File: src/rtl/adpll_hop_pkg.sv
// Shared definitions for the ADPLL hop sequencer: state encoding, register map,
// reset defaults and CTRL/STATUS bit positions.
package adpll_hop_pkg;

  typedef enum logic [2:0] {
    ST_IDLE = 3'd0,
    ST_PD   = 3'd1,
    ST_LOAD = 3'd2,
    ST_RUN  = 3'd3,
    ST_NEXT = 3'd4
  } state_t;

  localparam logic [4:0] ADDR_CTRL    = 5'd0;
  localparam logic [4:0] ADDR_STATUS  = 5'd1;
  localparam logic [4:0] ADDR_ALPHA   = 5'd2;
  localparam logic [4:0] ADDR_TIMEOUT = 5'd3;
  localparam logic [4:0] ADDR_SETTLE  = 5'd4;
  localparam logic [4:0] ADDR_NCH     = 5'd5;
  localparam logic [4:0] ADDR_CH0     = 5'd8;

  localparam logic [11:0] ALPHA_RST   = 12'h78E;
  localparam int          TIMEOUT_RST = 4096;
  localparam logic [7:0]  SETTLE_RST  = 8'd16;
  localparam logic [2:0]  NCH_RST     = 3'd1;

  localparam int CTRL_START = 0;
  localparam int CTRL_ABORT = 1;
  localparam int CTRL_LOOP  = 2;
  localparam int CTRL_IRQEN = 3;

  localparam int STAT_BUSY  = 3;
  localparam int STAT_DONE  = 4;
  localparam int STAT_TMO   = 5;
  localparam int STAT_QLOCK = 6;
  localparam int STAT_IDX   = 8;

  localparam logic [1:0] MODE_OFF = 2'd0;
  localparam logic [1:0] MODE_RX  = 2'd2;

endpackage

File: src/rtl/adpll_hop_seq_if.sv
// CPU register-access bus of the ADPLL hop sequencer.
interface adpll_hop_seq_if;
  logic        select;
  logic        write;
  logic [4:0]  adress;
  logic [31:0] data_in;
  logic [31:0] data_out;

  modport master (output select, write, adress, data_in, input data_out);
  modport slave  (input select, write, adress, data_in, output data_out);
endinterface

File: src/rtl/adpll_hop_regs.sv
// CPU register bank: configuration registers, channel FCW table, read mux and
// the start/abort/status-clear strobes decoded from CPU writes.
module adpll_hop_regs
  import adpll_hop_pkg::*;
#(
  parameter int FCWW    = 26,
  parameter int NCH_MAX = 8,
  parameter int TOW     = 16,
  localparam int IDXW   = $clog2(NCH_MAX)
) (
  input  logic             clk,
  input  logic             rst,
  adpll_hop_seq_if.slave   cpu,
  input  logic [31:0]      status,
  input  logic [IDXW-1:0]  idx,
  output logic             start,
  output logic             abort,
  output logic             status_wr,
  output logic             loop_en,
  output logic             irq_en,
  output logic [11:0]      alpha_cfg,
  output logic [TOW-1:0]   timeout_cfg,
  output logic [7:0]       settle_cfg,
  output logic [IDXW-1:0]  nch_last,
  output logic [FCWW-1:0]  cur_fcw
);

  logic [2:0]      nch_reg;
  logic [FCWW-1:0] ch_fcw [NCH_MAX];
  logic [31:0]     rd_data;
  logic            wr_en;
  logic            ch_hit;
  logic [IDXW-1:0] ch_sel;
  logic            unused_ok;

  assign wr_en     = cpu.select & cpu.write;
  assign ch_hit    = (cpu.adress[4:3] == 2'b01);
  assign ch_sel    = cpu.adress[IDXW-1:0];
  assign start     = wr_en & (cpu.adress == ADDR_CTRL) & cpu.data_in[CTRL_START];
  assign abort     = wr_en & (cpu.adress == ADDR_CTRL) & cpu.data_in[CTRL_ABORT];
  assign status_wr = wr_en & (cpu.adress == ADDR_STATUS);
  // NCH=0 encodes a full table: 0-1 wraps to the last index
  assign nch_last  = IDXW'(nch_reg - 3'd1);
  assign cur_fcw   = ch_fcw[idx];
  assign unused_ok = &{1'b0, cpu.data_in[31:FCWW]};

  // Configuration registers and channel table, written on select&write
  always_ff @(posedge clk) begin
    if (!rst) begin
      loop_en     <= 1'b0;
      irq_en      <= 1'b0;
      alpha_cfg   <= ALPHA_RST;
      timeout_cfg <= TOW'(TIMEOUT_RST);
      settle_cfg  <= SETTLE_RST;
      nch_reg     <= NCH_RST;
      for (int i = 0; i < NCH_MAX; i++) ch_fcw[i] <= '0;
    end else if (wr_en) begin
      if (ch_hit) begin
        ch_fcw[ch_sel] <= cpu.data_in[FCWW-1:0];
      end else begin
        case (cpu.adress)
          ADDR_CTRL: begin
            loop_en <= cpu.data_in[CTRL_LOOP];
            irq_en  <= cpu.data_in[CTRL_IRQEN];
          end
          ADDR_ALPHA:   alpha_cfg   <= cpu.data_in[11:0];
          ADDR_TIMEOUT: timeout_cfg <= cpu.data_in[TOW-1:0];
          ADDR_SETTLE:  settle_cfg  <= cpu.data_in[7:0];
          ADDR_NCH:     nch_reg     <= cpu.data_in[2:0];
          default: ;
        endcase
      end
    end
  end

  // Read mux; unmapped addresses return zero
  always_comb begin
    rd_data = '0;
    case (cpu.adress)
      ADDR_CTRL: begin
        rd_data[CTRL_LOOP]  = loop_en;
        rd_data[CTRL_IRQEN] = irq_en;
      end
      ADDR_STATUS:  rd_data            = status;
      ADDR_ALPHA:   rd_data[11:0]      = alpha_cfg;
      ADDR_TIMEOUT: rd_data[TOW-1:0]   = timeout_cfg;
      ADDR_SETTLE:  rd_data[7:0]       = settle_cfg;
      ADDR_NCH:     rd_data[2:0]       = nch_reg;
      default: if (ch_hit) rd_data[FCWW-1:0] = ch_fcw[ch_sel];
    endcase
  end

  // Registered read data, updated only on a read access
  always_ff @(posedge clk) begin
    if (!rst) cpu.data_out <= '0;
    else if (cpu.select && !cpu.write) cpu.data_out <= rd_data;
  end

endmodule

File: src/rtl/adpll_hop_seq.sv
// ADPLL hop sequencer: walks the channel table (power down, load FCW, RX until
// qualified lock or timeout, advance) and reports progress via STATUS and irq.
module adpll_hop_seq
  import adpll_hop_pkg::*;
#(
  parameter int FCWW      = 26,
  parameter int NCH_MAX   = 8,
  parameter int TOW       = 16,
  parameter int LOCK_QUAL = 4
) (
  input  logic             clk,
  input  logic             rst,
  input  logic             en,
  adpll_hop_seq_if.slave   cpu,
  input  logic             adpll_locked,
  output logic [FCWW-1:0]  fcw,
  output logic [1:0]       adpll_mode,
  output logic [3:0]       alpha_l,
  output logic [3:0]       alpha_m,
  output logic [3:0]       alpha_s,
  output logic             irq
);

  localparam int IDXW = $clog2(NCH_MAX);
  localparam int LQW  = $clog2(LOCK_QUAL + 1);
  localparam logic [LQW-1:0] LQ_TGT = LQW'(LOCK_QUAL);

  state_t          state, state_n;
  logic [IDXW-1:0] idx, idx_n, nch_last;
  logic [7:0]      settle_cnt, settle_n, settle_cfg;
  logic [TOW-1:0]  cyc_cnt, cyc_n, timeout_cfg;
  logic [LQW-1:0]  lock_cnt, lock_n, lock_now;
  logic [1:0]      mode_n;
  logic            done, done_n, timeout, timeout_n, qlock, qlock_n, load;
  logic            start, abort, status_wr, loop_en, irq_en;
  logic [11:0]     alpha_cfg;
  logic [FCWW-1:0] cur_fcw;
  logic [31:0]     status;

  adpll_hop_regs #(.FCWW(FCWW), .NCH_MAX(NCH_MAX), .TOW(TOW)) u_regs (
    .clk(clk), .rst(rst), .cpu(cpu), .status(status), .idx(idx),
    .start(start), .abort(abort), .status_wr(status_wr),
    .loop_en(loop_en), .irq_en(irq_en), .alpha_cfg(alpha_cfg),
    .timeout_cfg(timeout_cfg), .settle_cfg(settle_cfg),
    .nch_last(nch_last), .cur_fcw(cur_fcw)
  );

  assign irq = irq_en & (done | timeout);

  // STATUS word assembly
  always_comb begin
    status              = '0;
    status[2:0]         = state;
    status[STAT_BUSY]   = (state != ST_IDLE);
    status[STAT_DONE]   = done;
    status[STAT_TMO]    = timeout;
    status[STAT_QLOCK]  = qlock;
    status[STAT_IDX +: IDXW] = idx;
  end

  // Next-state and next-value logic; en=0 freezes everything but drops lock history
  always_comb begin
    state_n   = state;
    idx_n     = idx;
    settle_n  = settle_cnt;
    cyc_n     = cyc_cnt;
    lock_n    = lock_cnt;
    mode_n    = adpll_mode;
    done_n    = done;
    timeout_n = timeout;
    qlock_n   = qlock;
    load      = 1'b0;
    lock_now  = adpll_locked ? lock_cnt + LQW'(1) : '0;
    if (status_wr) begin
      done_n    = 1'b0;
      timeout_n = 1'b0;
    end
    if (!en) begin
      lock_n = '0;
    end else if (abort) begin
      state_n = ST_IDLE;
      mode_n  = MODE_OFF;
      lock_n  = '0;
    end else begin
      case (state)
        ST_IDLE: if (start) begin
          state_n   = ST_PD;
          idx_n     = '0;
          settle_n  = 8'd1;
          mode_n    = MODE_OFF;
          done_n    = 1'b0;
          timeout_n = 1'b0;
          qlock_n   = 1'b0;
        end
        ST_PD: begin
          if (settle_cnt >= settle_cfg) state_n = ST_LOAD;
          else settle_n = settle_cnt + 8'd1;
        end
        ST_LOAD: begin
          load    = 1'b1;
          state_n = ST_RUN;
          mode_n  = MODE_RX;
          cyc_n   = TOW'(1);
          lock_n  = '0;
        end
        ST_RUN: begin
          // lock qualification takes priority over a coincident timeout
          if (lock_now == LQ_TGT) begin
            state_n = ST_NEXT;
            qlock_n = 1'b1;
          end else if (cyc_cnt >= timeout_cfg) begin
            state_n   = ST_IDLE;
            mode_n    = MODE_OFF;
            timeout_n = 1'b1;
            lock_n    = '0;
          end else begin
            cyc_n  = cyc_cnt + TOW'(1);
            lock_n = lock_now;
          end
        end
        ST_NEXT: begin
          lock_n = '0;
          if (idx < nch_last || loop_en) begin
            idx_n    = (idx < nch_last) ? idx + IDXW'(1) : '0;
            state_n  = ST_PD;
            settle_n = 8'd1;
            mode_n   = MODE_OFF;
            qlock_n  = 1'b0;
          end else begin
            // RX mode is left on after completion
            state_n = ST_IDLE;
            done_n  = 1'b1;
          end
        end
        default: state_n = ST_IDLE;
      endcase
    end
  end

  // FSM state register
  always_ff @(posedge clk) begin
    if (!rst) state <= ST_IDLE;
    else state <= state_n;
  end

  // Counters, sticky flags and ADPLL-facing outputs
  always_ff @(posedge clk) begin
    if (!rst) begin
      idx        <= '0;
      settle_cnt <= '0;
      cyc_cnt    <= '0;
      lock_cnt   <= '0;
      adpll_mode <= MODE_OFF;
      done       <= 1'b0;
      timeout    <= 1'b0;
      qlock      <= 1'b0;
      fcw        <= '0;
      alpha_l    <= ALPHA_RST[3:0];
      alpha_m    <= ALPHA_RST[7:4];
      alpha_s    <= ALPHA_RST[11:8];
    end else begin
      idx        <= idx_n;
      settle_cnt <= settle_n;
      cyc_cnt    <= cyc_n;
      lock_cnt   <= lock_n;
      adpll_mode <= mode_n;
      done       <= done_n;
      timeout    <= timeout_n;
      qlock      <= qlock_n;
      if (load) begin
        fcw     <= cur_fcw;
        alpha_l <= alpha_cfg[3:0];
        alpha_m <= alpha_cfg[7:4];
        alpha_s <= alpha_cfg[11:8];
      end
    end
  end

endmodule

File: src/flat_wrapper.sv
// flat-port wrapper written by rule: the top's interface ports become plain ports
module adpll_hop_seq_flat import adpll_hop_pkg::*;
#(
  parameter int FCWW      = 26,
  parameter int NCH_MAX   = 8,
  parameter int TOW       = 16,
  parameter int LOCK_QUAL = 4
)
  (clk, rst, en, adpll_locked, fcw, adpll_mode, alpha_l, alpha_m, alpha_s, irq, cpu_select, cpu_write, cpu_adress, cpu_data_in, cpu_data_out);
  adpll_hop_seq_if cpu_i ();
  input  logic clk;
  input  logic rst;
  input  logic en;
  input  logic adpll_locked;
  output logic [FCWW-1:0] fcw;
  output logic [1:0] adpll_mode;
  output logic [3:0] alpha_l;
  output logic [3:0] alpha_m;
  output logic [3:0] alpha_s;
  output logic irq;
  input wire logic [$bits(cpu_i.select)-1:0] cpu_select;
  input wire logic [$bits(cpu_i.write)-1:0] cpu_write;
  input wire logic [$bits(cpu_i.adress)-1:0] cpu_adress;
  input wire logic [$bits(cpu_i.data_in)-1:0] cpu_data_in;
  output wire logic [$bits(cpu_i.data_out)-1:0] cpu_data_out;
  assign cpu_i.select = cpu_select;
  assign cpu_i.write = cpu_write;
  assign cpu_i.adress = cpu_adress;
  assign cpu_i.data_in = cpu_data_in;
  assign cpu_data_out = cpu_i.data_out;
  adpll_hop_seq #(.FCWW(FCWW), .NCH_MAX(NCH_MAX), .TOW(TOW), .LOCK_QUAL(LOCK_QUAL)) u_core (.clk(clk), .rst(rst), .en(en), .cpu(cpu_i), .adpll_locked(adpll_locked), .fcw(fcw), .adpll_mode(adpll_mode), .alpha_l(alpha_l), .alpha_m(alpha_m), .alpha_s(alpha_s), .irq(irq));
endmodule
File: config.mk
export PLATFORM = sky130hd
export DESIGN_NAME = adpll_hop_seq_flat
export DESIGN_NICKNAME = d
export VERILOG_FILES = /design/src/rtl/adpll_hop_pkg.sv /design/src/rtl/adpll_hop_seq_if.sv /design/src/rtl/adpll_hop_regs.sv /design/src/rtl/adpll_hop_seq.sv /design/src/flat_wrapper.sv
export SDC_FILE = /design/constraint.sdc
export NUM_CORES = 1
export LEC_CHECK = 0
export CAP_MARGIN = 25
export CORE_ASPECT_RATIO = 1.4
export CORE_UTILIZATION = 30
export DETAILED_ROUTE_END_ITERATION = 8
export GPL_TIMING_DRIVEN = 0
export PLACE_DENSITY = 0.56
export SLEW_MARGIN = 20
export SYNTH_ARGS = -nofsm -noshare
export SYNTH_HDL_FRONTEND = slang
export SYNTH_SLANG_ARGS = --single-unit
File: constraint.sdc
create_clock -name clk -period 4.4 [get_ports clk]
set_input_delay 0.44 -clock clk [delete_from_list [all_inputs] [get_ports clk]]
set_output_delay 0.44 -clock clk [all_outputs]
set_load 0.005 [all_outputs]
### Word level (Yosys, flattened, before mapping)

Memories as Yosys holds them, arrays and structs flattened. A register that Yosys moved wholly into a read port is not among the register bits.
Index checks and enable logic that the tools add are counted.

* memory bits (writable): 208
* bits of input ports: 43
* register bits: 117
* logic and storage cells: 158
* memories: 1

Memory list
* u_core.u_regs.ch_fcw: depth 8, bits a word 26, read ports 2, clocked after memory_dff 1, write ports 8, RTL line adpll_hop_regs.sv:29 `logic [FCWW-1:0] ch_fcw [NCH_MAX];`

* eq/ne operators: 23
* reductions and logical operators: 32
* muxes and demuxes: 64
* bitwise operators: 11
* magnitude comparators: 3
* add/subtract/negate cells: 5

Operators with widths (count)
* 26-bit 2-to-1 mux: 2
* 3-bit 2-to-1 mux: 12
* 16-bit 2-to-1 mux: 2
* 16-bit one-hot mux with 2 select lines: 1
* 26-bit OR reduction: 1
* 1-bit 2-to-1 mux: 24
* 8-bit 2-to-1 mux: 3
* 8-bit one-hot mux with 3 select lines: 1
* 4-bit one-hot mux with 5 select lines: 1
* 6-bit AND reduction: 3
* 16-bit by 1-bit adder with 16-bit output, second input constant: 1
* 16-bit greater-or-equal comparator: 1
* 4-bit one-hot mux with 4 select lines: 1
* 3-bit one-hot mux with 5 select lines: 1
* 3-bit AND reduction: 5
* 3-bit by 1-bit inequality test with 1-bit output, second input constant: 4
* 1-bit one-hot mux with 6 select lines: 2
* 2-bit one-hot mux with 6 select lines: 1
* 3-bit one-hot mux with 2 select lines: 2
* 5-bit by 2-bit == test with 1-bit output, second input constant: 2
* 5-bit by 3-bit == test with 1-bit output, second input constant: 2
* 10-bit 2-to-1 mux: 1
* 2-bit 2-to-1 mux: 5
* 5-bit AND reduction: 2
* 35 further kinds: 58

### Logic depth before layout (Yosys ltp)

Gate-level depths: netlist of the first run.

* depth in word-level cells: 8
* depth in mapped cells: 10
* mapped depth without buffers: 10

### Hierarchy

Synthesis of the first run repeated with hierarchy kept, for this count alone.

* cells, all modules: 1612
* area, all modules: 18221.2 µm²

Modules (own cells, without submodules)
* adpll_hop_regs: area each 14305.0 µm², sequential area each 7707.4 µm², times used 1, cells each 1128
* adpll_hop_seq: area each 3916.3 µm², sequential area each 1501.4 µm², times used 1, cells each 484

### Least setup slack after synthesis of the first run

No wires, ideal clock.

* kind: input -> register
* from: input cpu_select
* to: memory u_core.u_regs.ch_fcw[1][0] (enable)
* slack: 948 ps
* setup time: 445 ps
* arrival: 3007 ps
* stages: 5
* data required time: 3955 ps
* path through: and2_1 -> clkbuf_1 -> nand4b_1 -> clkbuf_1 -> o21ai_0

RTL lines
* start: declaration: RTL line flat_wrapper.sv:21 `input wire logic [$bits(cpu_i.select)-1:0] cpu_select;`
* end: declaration: RTL line adpll_hop_regs.sv:29

==> results of run 1 <==
[metrics by stage]
stage                     power [W]  hold WS [ps]
after detailed placement    0.00428           450
after floorplan             0.00400           435
after global routing        0.00784           315
final                       0.00762           295
after CTS                   0.00766           266
after global placement      0.00425           443
[power by group through the flow]
stage / logic (W) / clock network [W] / registers [W]
3_3_place_gp: 0.000539 / 0 / 0.00371
3_5_place_dp: 0.000574 / 0 / 0.00371
4_1_cts: 0.000576 / 0.00345 / 0.00364
6_report: 0.000577 / 0.00340 / 0.00364
5_1_grt: 0.000608 / 0.00358 / 0.00365
2_1_floorplan: 0.000311 / 0 / 0.00369
[worst register-to-register path, stage by stage (launching register included)]
cell and delay, ps:
sky130_fd_sc_hd__dfxtp_1 440, sky130_fd_sc_hd__inv_1 70, sky130_fd_sc_hd__ha_1 260, sky130_fd_sc_hd__nand2b_1 140, sky130_fd_sc_hd__a2111oi_0 440, sky130_fd_sc_hd__o31ai_1 200
sky130_fd_sc_hd__a21oi_1 710, sky130_fd_sc_hd__nand2_1 170, sky130_fd_sc_hd__o221a_2 270
[logic make-up after synthesis]
family          after synthesis  synth area share
simple gates                561             0.166
flops                       350             0.516
compound gates              222            0.0855
mux                         164             0.169
buf+inv                     157            0.0379
fa+ha+maj                    31            0.0220
xor+xnor                      8           0.00397
other cells                   1          0.000213
[worst min-delay path by stage]
stage	start	to	slack, ps	cells after the start
final	cpu_data_in[1]	u_core.u_regs.timeout_cfg[1]$_SDFFE_PN0P_	300	3
after global routing	cpu_data_in[1]	u_core.u_regs.timeout_cfg[1]$_SDFFE_PN0P_	310	3
after CTS	cpu_data_in[1]	u_core.u_regs.timeout_cfg[1]$_SDFFE_PN0P_	270	3
after detailed placement	u_core.lock_cnt[1]$_SDFFE_PP0P_	u_core.lock_cnt[1]$_SDFFE_PP0P_	450	2
after global placement	u_core.lock_cnt[1]$_SDFFE_PP0P_	u_core.lock_cnt[1]$_SDFFE_PP0P_	440	2
after floorplan	u_core.lock_cnt[1]$_SDFFE_PP0P_	u_core.lock_cnt[1]$_SDFFE_PP0P_	440	2
[final cells by class]
class,count,area [um^2]
clock inverters,18,154
flip-flops and latches,350,9090
clock buffers,56,1160
multi-input cells,993,7980
well taps,742,928
repair buffers,112,1250
diodes,1,2.50
fillers,5716,36500
plain buffers,122,537
inverters,35,131
[synthesized netlist by cell type (3+ instances only)]
cell / count
sky130_fd_sc_hd__a2111o_1: 9
sky130_fd_sc_hd__a211oi_1: 30
sky130_fd_sc_hd__a21oi_1: 64
sky130_fd_sc_hd__a221oi_1: 13
sky130_fd_sc_hd__a222oi_1: 4
sky130_fd_sc_hd__a22o_1: 4
sky130_fd_sc_hd__a22oi_1: 16
sky130_fd_sc_hd__a31oi_1: 7
sky130_fd_sc_hd__and2_1: 212
sky130_fd_sc_hd__and3_1: 7
sky130_fd_sc_hd__buf_1: 3
sky130_fd_sc_hd__buf_2: 24
sky130_fd_sc_hd__buf_4: 9
sky130_fd_sc_hd__clkbuf_1: 84
sky130_fd_sc_hd__dfxtp_1: 142
sky130_fd_sc_hd__edfxtp_1: 208
sky130_fd_sc_hd__ha_1: 31
sky130_fd_sc_hd__inv_1: 35
sky130_fd_sc_hd__mux2_2: 26
sky130_fd_sc_hd__mux2i_1: 34
sky130_fd_sc_hd__mux4_2: 104
sky130_fd_sc_hd__nand2_1: 136
sky130_fd_sc_hd__nand2b_1: 6
sky130_fd_sc_hd__nand3_1: 47
sky130_fd_sc_hd__nand4_1: 20
sky130_fd_sc_hd__nand4b_1: 3
sky130_fd_sc_hd__nor2_1: 84
sky130_fd_sc_hd__nor2b_1: 8
sky130_fd_sc_hd__nor3_1: 13
sky130_fd_sc_hd__nor4_1: 4
sky130_fd_sc_hd__o211ai_1: 6
sky130_fd_sc_hd__o21a_1: 4
sky130_fd_sc_hd__o21ai_0: 29
sky130_fd_sc_hd__o21ai_1: 11
sky130_fd_sc_hd__o31ai_1: 6
sky130_fd_sc_hd__or2_0: 3
sky130_fd_sc_hd__or3_1: 4
sky130_fd_sc_hd__xor2_1: 7
[layer usage]
metal | global-route usage | share of wire | wire length [um]
met2 | 0.359 | 0.51 | 30700
met1 | 0.237 | 0.38 | 23000
met3 | 0.0370 | 0.063 | 3780
met4 | 0.0863 | 0.040 | 2380
met5 | 0 | 0 | 0
==> metrics.json, run 1 <==
{
  "postSynthRegisterBits": {"value": 350},
  "netlist_instances": {"value": 1494},
  "placeableCoreArea": {"value": 57800, "unit": "um^2"},
  "synth_area": {"value": 17600, "unit": "um^2"},
  "ctsHoldBuffers": {"value": 0},
  "max-slew-margin-rel": {"value": 0.326},
  "finalHoldViolCount": {"value": 0},
  "ctsLongestPathBuffers": {"value": 3},
  "netlist_top_cells_area": {"value": "sky130_fd_sc_hd__edfxtp_1, sky130_fd_sc_hd__dfxtp_1, sky130_fd_sc_hd__mux4_2"},
  "remaining_drc_errors": {"value": 3},
  "gp_congestion": {"value": 0.954},
  "critical_path.most_common_cell": {"value": "sky130_fd_sc_hd__clkbuf_1"},
  "final.setup.worst_slack": {"value": 995, "unit": "ps"},
  "worst_setup_hold_path_clk_slew": {"value": 70, "unit": "ps"},
  "groute.usage.overall": {"value": 0.202},
  "reg2regPathDepth": {"value": 8},
  "cp-end-kind": {"value": "register"},
  "via_per_inst": {"value": 5.36},
  "combinationalPowerShare": {"value": 0.076},
  "io-pin-count": {"value": 116},
  "cts.sinks": {"value": 350},
  "worst_vdd_drop": {"value": 0.262, "unit": "mV"},
  "critical_path_arrival": {"value": 3830, "unit": "ps"},
  "crit_cells": {"value": 8},
  "final_max_slew_viol_count": {"value": 0},
  "critical_path.top_delay_family": {"value": "buffers and inverters"},
  "number_of_cell_rows": {"value": 104},
  "synth_top_cell_area_share": {"value": 0.354},
  "final_core_utilization": {"value": 0.367},
  "criticalPathCategory": {"value": "input pin to register"},
  "place.detailed.hpwl": {"value": 43000, "unit": "um"},
  "sum_of_routed_wire_length_over_all_layers": {"value": 59800, "unit": "um"},
  "critical_path.cell_chain": {"value": "clkdlybuf4s50_1 -> nor2b_1 -> clkbuf_1 -> nand4b_1 -> clkbuf_1 -> nor2_1 -> clkbuf_1 -> and2_1"},
  "cts_max_level": {"value": 2},
  "layout_min_cycle_time": {"value": 3410, "unit": "ps"},
  "endpoint": {"value": "u_core.u_regs.ch_fcw[1][21]$_SDFFCE_PN0P_"},
  "clockRootBuffer": {"value": "sky130_fd_sc_hd__clkbuf_16"},
  "worst_slew_pin_slew": {"value": 1010, "unit": "ps"},
  "layout_commonest_cell": {"value": "sky130_fd_sc_hd__and2_1"},
  "failing_checks": {"value": "DRC"},
  "detailedRoute.firstIterationViolations": {"value": 1106},
  "maximum_number_of_pins_on_one_net_before_global_route_repair": {"value": 19},
  "largest_reg_flops": {"value": 208},
  "place.port_buffers": {"value": 100},
  "post_cts.repair.setup_buffers": {"value": 0},
  "worstReg2RegStart": {"value": "u_core.cyc_cnt[0]$_SDFFE_PN0P_"},
  "worst_path_largest_cell_delay": {"value": 780, "unit": "ps"},
  "mostFrequentLayoutCells": {"value": "sky130_fd_sc_hd__and2_1, sky130_fd_sc_hd__edfxtp_1, sky130_fd_sc_hd__dfxtp_1"},
  "yosys_most_used_dff": {"value": "sky130_fd_sc_hd__edfxtp_1"},
  "biggestRegsByFlops": {"value": "u_core.u_regs.ch_fcw (208), u_core.fcw (26), u_core.u_regs.cpu.data_out (26)"},
  "fmax": {"value": 294, "unit": "MHz"},
  "leakagePower": {"value": 7.14, "unit": "nW"},
  "netSwitchingFraction": {"value": 0.238},
  "routed-via-count": {"value": 13000},
  "power_frac_seq": {"value": 0.478},
  "route.antenna.remaining_nets": {"value": 0},
  "worstPathBufferInverterCount": {"value": 4},
  "critical_path_peak_fanout": {"value": 10},
  "floorplan.initialDensity": {"value": 0.305},
  "crit-reg2reg-capture": {"value": "u_core.cyc_cnt[0]$_SDFFE_PN0P_"},
  "dpl_cell_area": {"value": 19900, "unit": "um^2"},
  "post-route-cell-area": {"value": 21200, "unit": "um^2"},
  "synth_enable_flop_cells": {"value": 208},
  "clock-skew-final": {"value": 34.1, "unit": "ps"},
  "synthDominantAreaCellType": {"value": "sky130_fd_sc_hd__edfxtp_1"},
  "nets": {"value": 1728},
  "post_route_cells_drive_above_1_share": {"value": 0.154},
  "antenna_found_initial": {"value": 1},
  "power_report.internal_total": {"value": 0.00581, "unit": "W"},
  "rrSetupSlack": {"value": 1600, "unit": "ps"},
  "min_path_type": {"value": "input pin to register"},
  "ys_seq_area_frac": {"value": 0.516},
  "async_flop_share": {"value": 0},
  "setup_violations": {"value": 0},
  "power_density": {"value": 359, "unit": "nW/um^2"},
  "layoutNonFillerInstCount": {"value": 2429},
  "crit_start": {"value": "cpu_adress[3]"},
  "clk_latency": {"value": 590, "unit": "ps"},
  "areaGrowthSynthToFinish": {"value": 20.4, "unit": "%"},
  "via_count_of_the_first_global_routing_pass": {"value": 13300},
  "critPathSlowestCell": {"value": "sky130_fd_sc_hd__nor2_1"},
  "netSwitchingPower": {"value": 0.00182, "unit": "W"},
  "yosysWarnings": {"value": 0},
  "die_w": {"value": 207, "unit": "um"},
  "drt_first_pass_iters": {"value": 9},
  "grt_remaining_overflow": {"value": 0},
  "syn-mean-instance-area": {"value": 11.8, "unit": "um^2"},
  "die_y": {"value": 289, "unit": "um"},
  "ctsResizeCount": {"value": 0},
  "setup.worst_path.start_class": {"value": "input pin"},
  "clkPwrFrac": {"value": 0.447},
  "cts_tree": {"value": "built"},
  "die-area": {"value": 59800, "unit": "um^2"},
  "cts_inserted_buffers": {"value": 40},
  "synth_cell_types": {"value": 71},
  "largest-register": {"value": "u_core.u_regs.ch_fcw"},
  "detailedPlace.worstSlack": {"value": 487, "unit": "ps"},
  "status": {"value": "complete, but fails checks"},
  "maxCapViolations": {"value": 0},
  "numPlacedInstances": {"value": 2353},
  "finalSetupTns": {"value": 0, "unit": "ps"},
  "avgRoutedWirePerCell": {"value": 24.6, "unit": "um"},
  "grt_first_pass_wirelength": {"value": 87100, "unit": "um"},
  "worst_ep_required_time": {"value": 4830, "unit": "ps"},
  "rsz0062_at_grt": {"value": "false"},
  "post-route-period-util": {"value": 0.774}
}
Note: power is estimated with default switching activity, not from simulation.
==> run 2, diff against run 1 <==
- clock period: 4.4 -> 3.45 ns (I/O delays scaled with it)
==> results of run 2 <==
Same layout as run 1 (identical final DEF). Status: complete, but fails checks: DRC.
Among the figures that moved: setup slack after placement 487 ps -> -368 ps; setup slack after layout 995 ps -> 140 ps; hold slack 295 ps -> 200 ps; register-to-register setup slack 1600 ps -> 650 ps; total power 0.00762 W -> 0.00972 W; worst IR drop on VDD 0.262 mV -> 0.335 mV
==> run 3, diff against run 2 <==
- CORE_UTILIZATION: 30 -> 50
- PLACE_DENSITY: 0.56 -> 0.79
- SKIP_LAST_GASP: default -> 1
==> run 3 against run 2 <==
Effect of this change:
- the flow now finishes without violations
- register-to-register slack gained 50 ps
- core utilization grew 23 points
- routed wire length shrank 9.0%
- sequential cell count is the same
- clock-buffer cell count shrank 6
- critical path depth is the same
- worst setup slack gained 57 ps
- total power shrank 2.1%
- sequential power is essentially flat
- non-clock buffer count shrank 2
- critical path type unchanged
- highest routed layer unchanged
==> metrics.json, run 3 (synthesis gave the netlist of run 1 again) <==
{
  "clk_latency": {"value": 560, "unit": "ps", "change": "-30 ps"},
  "place.detailed.hpwl": {"value": 38700, "unit": "um", "change": "-9.8%"},
  "die-area": {"value": 36000, "unit": "um^2", "change": "-40%"},
  "maximum_number_of_pins_on_one_net_before_global_route_repair": {"value": 20, "change": "+1"},
  "floorplan.initialDensity": {"value": 0.506, "change": "+0.201"},
  "max-slew-margin-rel": {"value": 0.236, "change": "-0.0895"},
  "status": {"value": "completed"},
  "drt_first_pass_iters": {"value": 8, "change": "-1"},
  "final_max_slew_viol_count": {"value": 0, "change": "unchanged"},
  "antenna_found_initial": {"value": 0, "change": "-1"},
  "detailedPlace.worstSlack": {"value": -183, "unit": "ps"},
  "leakagePower": {"value": 7.10, "unit": "nW", "change": "-0.59%"},
  "die_y": {"value": 224, "unit": "um", "change": "-22%"},
  "die_w": {"value": 161, "unit": "um", "change": "-22%"},
  "worst_vdd_drop": {"value": 0.446, "unit": "mV"},
  "detailedRoute.firstIterationViolations": {"value": 1268, "change": "+15%"},
  "multi_input_area": {"value": 7970, "unit": "um^2", "change": "-0.13%"},
  "sum_of_routed_wire_length_over_all_layers": {"value": 54400, "unit": "um", "change": "-9.0%"},
  "setup.worst_path.start_class": {"value": "input pin"},
  "setup_violations": {"value": 0, "change": "unchanged"},
  "clockRootBuffer": {"value": "sky130_fd_sc_hd__clkbuf_16"},
  "nets": {"value": 1722, "change": "-0.35%"},
  "avgRoutedWirePerCell": {"value": 25.5, "unit": "um", "change": "+3.6%"},
  "worst_ep_required_time": {"value": 3860, "unit": "ps"},
  "min_path_type": {"value": "input pin to register"},
  "groute.usage.overall": {"value": 0.303, "change": "+0.100"},
  "largest_reg_flops": {"value": 208, "change": "unchanged"},
  "worst_slew_pin_slew": {"value": 1150, "unit": "ps", "change": "+134 ps"},
  "grt_first_pass_wirelength": {"value": 80400, "unit": "um", "change": "-7.6%"},
  "ctsLongestPathBuffers": {"value": 3, "change": "unchanged"},
  "sequential_cell_area": {"value": 9090, "unit": "um^2", "change": "unchanged"},
  "critical_path_arrival": {"value": 3660, "unit": "ps"},
  "biggestRegsByFlops": {"value": "u_core.u_regs.ch_fcw (208), u_core.fcw (26), u_core.u_regs.cpu.data_out (26)"},
  "cts_tree": {"value": "built"},
  "cp-end-kind": {"value": "register"},
  "cts_inserted_buffers": {"value": 36, "change": "-10%"},
  "via_per_inst": {"value": 6.37, "change": "+19%"},
  "areaGrowthSynthToFinish": {"value": 17.9, "unit": "%"},
  "post-route-period-util": {"value": 0.943},
  "ctsHoldBuffers": {"value": 0, "change": "unchanged"},
  "totalPowerFinal": {"value": 0.00952, "unit": "W"},
  "layout_min_cycle_time": {"value": 3250, "unit": "ps"},
  "final.setup.worst_slack": {"value": 197, "unit": "ps"},
  "finalHoldViolCount": {"value": 0, "change": "unchanged"},
  "largest-register": {"value": "u_core.u_regs.ch_fcw"},
  "io-pin-count": {"value": 116, "change": "unchanged"},
  "place.port_buffers": {"value": 100, "change": "unchanged"},
  "power_density": {"value": 458, "unit": "nW/um^2"},
  "critical_path.most_common_cell": {"value": "sky130_fd_sc_hd__clkbuf_1"},
  "criticalPathCategory": {"value": "input pin to register"},
  "fillCellCount": {"value": 2742, "change": "-52%"},
  "finalSetupTns": {"value": 0, "unit": "ps", "change": "unchanged"},
  "clock-skew-final": {"value": 23.2, "unit": "ps", "change": "-10.9 ps"},
  "gp_congestion": {"value": 0.966, "change": "+1.2%"},
  "cts.sinks": {"value": 350, "change": "unchanged"},
  "number_of_cell_rows": {"value": 81, "change": "-22%"},
  "layout_commonest_cell": {"value": "sky130_fd_sc_hd__and2_1"},
  "rrSetupSlack": {"value": 700, "unit": "ps"},
  "via_count_of_the_first_global_routing_pass": {"value": 13700, "change": "+3.1%"},
  "cts_max_level": {"value": 2, "change": "unchanged"},
  "route.antenna.remaining_nets": {"value": 0, "change": "unchanged"},
  "maxCapViolations": {"value": 0, "change": "unchanged"},
  "routed-via-count": {"value": 13600, "change": "+4.3%"},
  "ctsResizeCount": {"value": 0, "change": "unchanged"},
  "remaining_drc_errors": {"value": 0, "change": "-3"},
  "critical_path_peak_fanout": {"value": 10, "change": "unchanged"},
  "grt_remaining_overflow": {"value": 0, "change": "unchanged"},
  "worst_setup_hold_path_clk_slew": {"value": 60, "unit": "ps", "change": "about the same"},
  "rsz0062_at_grt": {"value": "false"},
  "fmax": {"value": 307, "unit": "MHz"},
  "critical_path.cell_chain": {"value": "clkdlybuf4s50_1 -> nor2b_1 -> clkbuf_1 -> nand4b_1 -> clkbuf_1 -> nor2_1 -> clkbuf_1 -> and2_1"},
  "worst_path_largest_cell_delay": {"value": 750, "unit": "ps", "change": "-30 ps"},
  "post_cts.repair.setup_buffers": {"value": 0, "change": "unchanged"},
  "mostFrequentLayoutCells": {"value": "sky130_fd_sc_hd__and2_1, sky130_fd_sc_hd__edfxtp_1, sky130_fd_sc_hd__dfxtp_1"},
  "critPathSlowestCell": {"value": "sky130_fd_sc_hd__nor2_1"},
  "post_route_cells_drive_above_1_share": {"value": 0.153, "change": "-0.000873"},
  "num_antenna_cells": {"value": 0, "change": "-1"},
  "placeableCoreArea": {"value": 34900, "unit": "um^2", "change": "-40%"}
}
run 3: path summary, 6_finish.rpt:
check | startpoint | depth (start not counted) | to
worst max register to register | u_core.cyc_cnt[0]$_SDFFE_PN0P_ | 9 | u_core.cyc_cnt[10]$_SDFFE_PN0P_
worst min register to register | u_core.alpha_l[0]$_SDFFE_PN0P_ | 2 | u_core.alpha_l[0]$_SDFFE_PN0P_
worst max-delay path | cpu_adress[3] | 8 | u_core.u_regs.ch_fcw[1][5]$_SDFFCE_PN0P_
worst min-delay path | cpu_adress[2] | 4 | u_core.u_regs.cpu.data_out[3]$_SDFFE_PN0P_
run 3: layer usage:
layer  track usage  routed length [um]  vias to the layer above
met1         0.332               18100                     6619
met3        0.0550                4910                      278
li1              -                   -                     5832
met2         0.521               26900                      851
met5             0                   0                        -
met4         0.229                4440                        0
run 3: per-stage QoR:
step                instances  area [um^2]   util  hold slack, ps
detailed placement       2065        19500  0.560             450
global placement         2056        19200  0.551             445
CTS                      2131        20800  0.596             233
global route             2132        20800  0.596             268
floorplan                1500        17700      -             435
finish                   2132        20800  0.596             247
run 3: final cells by class:
type,instances,share of cell area
inverter,35,0.00632
sequential,350,0.437
clock buffer,50,0.0512
timing repair buffer,110,0.0589
tap,456,0.0274
buffer,122,0.0258
clock inverter,16,0.00963
multi-input combinational,993,0.383
run 3: where the power goes:
group	internal (W)	total [W]	switching, W
clock network	0.00242	0.00415	0.00173
logic	0.000318	0.000720	0.000403
registers	0.00456	0.00465	0.0000828
run 3: critical path, delay by kind of cell:
kind	cells	cell delay (ps)
simple gates	4	1380
buf+inv	4	1940
==> variant: new RTL, settings of run 1 <==
The package constant `STAT_IDX` goes from 8 to 10.
--- a/src/rtl/adpll_hop_pkg.sv
+++ b/src/rtl/adpll_hop_pkg.sv
@@ -33,5 +33,5 @@
   localparam int STAT_TMO   = 5;
   localparam int STAT_QLOCK = 6;
-  localparam int STAT_IDX   = 8;
+  localparam int STAT_IDX   = 10;
 
   localparam logic [1:0] MODE_OFF = 2'd0;
Function: not settled (the Yosys comparison gave no result); the edit may change what the design does.
==> variant against run 1 <==
Core utilization down 0.12 points; highest routed layer unchanged; total power down 0.57%; sequential share of layout area up 0.34 points; sequential cell count unchanged; cell area down 0.78%; count of clock-buffer cells in the layout up 3; area after synthesis down 0.79%; worst setup slack worse by 0.0027 ns; wire length down 0.98%; synthesized cell count down 1.3%.
==> variant: results (changes against run 1) <==
metric,value,unit,change
DRT iter0 DRCs,1264,,+14%
top post-synthesis cells by count,"edfxtp_1, and2_1, dfxtp_1",,
number of buffers added on ports,101,,+1.0%
static leakage power,6.97,nW,-2.4%
M1 WL,22500,um,-2.2%
share of layout cells above drive strength 1,0.151,,-0.00218
HP Start,u_core.alpha_l[0],,
status,"complete, no violations",,
Inserted Diodes,0,,-1
first-pass GRT wire length,86000,um,-1.3%
maximum VDD drop,0.243,mV,-7.5%
Synth Flop Type,edfxtp_1,,
total track usage,0.201,,-0.00163
gpl congestion,0.906,,-5.0%
clock skew,0.0223,ns,-0.0118 ns
Final #Nets,1707,,-1.2%
met3 wire len,4170,um,+10%
CTS buffer count,39,,-2.5%
Slew @ Worst Pin,1.07,ns,+0.0594 ns
clock latency on the worst-skew pair,0.57,ns,-0.02 ns
Area after DPL,19800,sq um,-0.69%
"Seq/Total Area, Yosys",0.520,,+0.00409
initial antenna violation count,0,,-1
pin count of the biggest net entering global routing,20,,+1
first drt pass iteration count,6,,-3
crit path launch,cpu_adress[2],,
Yosys cell types,68,,-4.2%
clock buffer depth,3,,unchanged
largest cells by area after synthesis,"edfxtp_1, dfxtp_1, mux4_2",,
met2 WL,30000,um,-2.3%
via/cell ratio,5.43,,+1.3%
dpl hpwl,42100,um,-2.0%
RR Startpoint,u_core.u_regs.timeout_cfg[12],,
variant: report_power, final:
group	internal [W]	switching [W]	leakage, nW
combinational	0.000256	0.000347	3.22
sequential	0.00358	0.0000623	3.12
clock	0.00194	0.00139	0.628
variant: final cells by class:
class	instances	area (sq um)
Buffer	114	484
Sequential cell	350	9090
Clock inverter	13	138
Multi-Input combinational cell	978	7880
Tap cell	742	928
Timing Repair Buffer	111	1250
Fill cell	5701	36500
Inverter	39	146
Clock buffer	59	1150
variant: layer usage:
metal  global-route usage  vias to the layer above
met5                    0                        -
met4               0.0895                        0
met3               0.0365                      122
met2                0.350                      552
met1                0.239                     6551
li1                     -                     5844
variant: worst max-delay path: stages:
cell,delay [ns]
clkdlybuf4s50_1,0.59
buf_1,0.71
nand4_1,0.29
clkbuf_1,0.37
nor2_1,0.62
clkbuf_1,0.58
and2_1,0.22
variant: kinds of logic after synthesis:
| group | count (synthesis) | share of synthesized area |
|---|---|---|
| adders and majority gates | 31 | 0.0222 |
| other | 1 | 0.000214 |
| DFF | 350 | 0.520 |
| AOI/OAI and AO/OA | 235 | 0.0889 |
| buffers and inverters | 153 | 0.0361 |
| and+or+nand+nor | 541 | 0.163 |
| xor gates and xnor gates | 4 | 0.00200 |
| muxes | 160 | 0.168 |
variant: final timing paths:
check	endpoint	slack (ns)	cells past startpoint
worst min register to register	u_core.alpha_l[0]	0.46	2
worst max-delay path	u_core.u_regs.ch_fcw[7][17]	0.99	7
worst max register to register	u_core.cyc_cnt[4]	1.45	9
worst min-delay path	u_core.alpha_l[0]	0.46	2
variant: stage by stage:
step | setup WS (ns) | utilization | hold slack [ns] | cells
floorplan | 0.892 | - | 0.436 | 1481
global placement | -2.40 | 0.338 | 0.447 | 2324
detailed placement | 0.462 | 0.344 | 0.448 | 2333
CTS | 1.06 | 0.366 | 0.456 | 2405
global route | 0.854 | 0.366 | 0.486 | 2406
finish | 0.992 | 0.366 | 0.456 | 2406
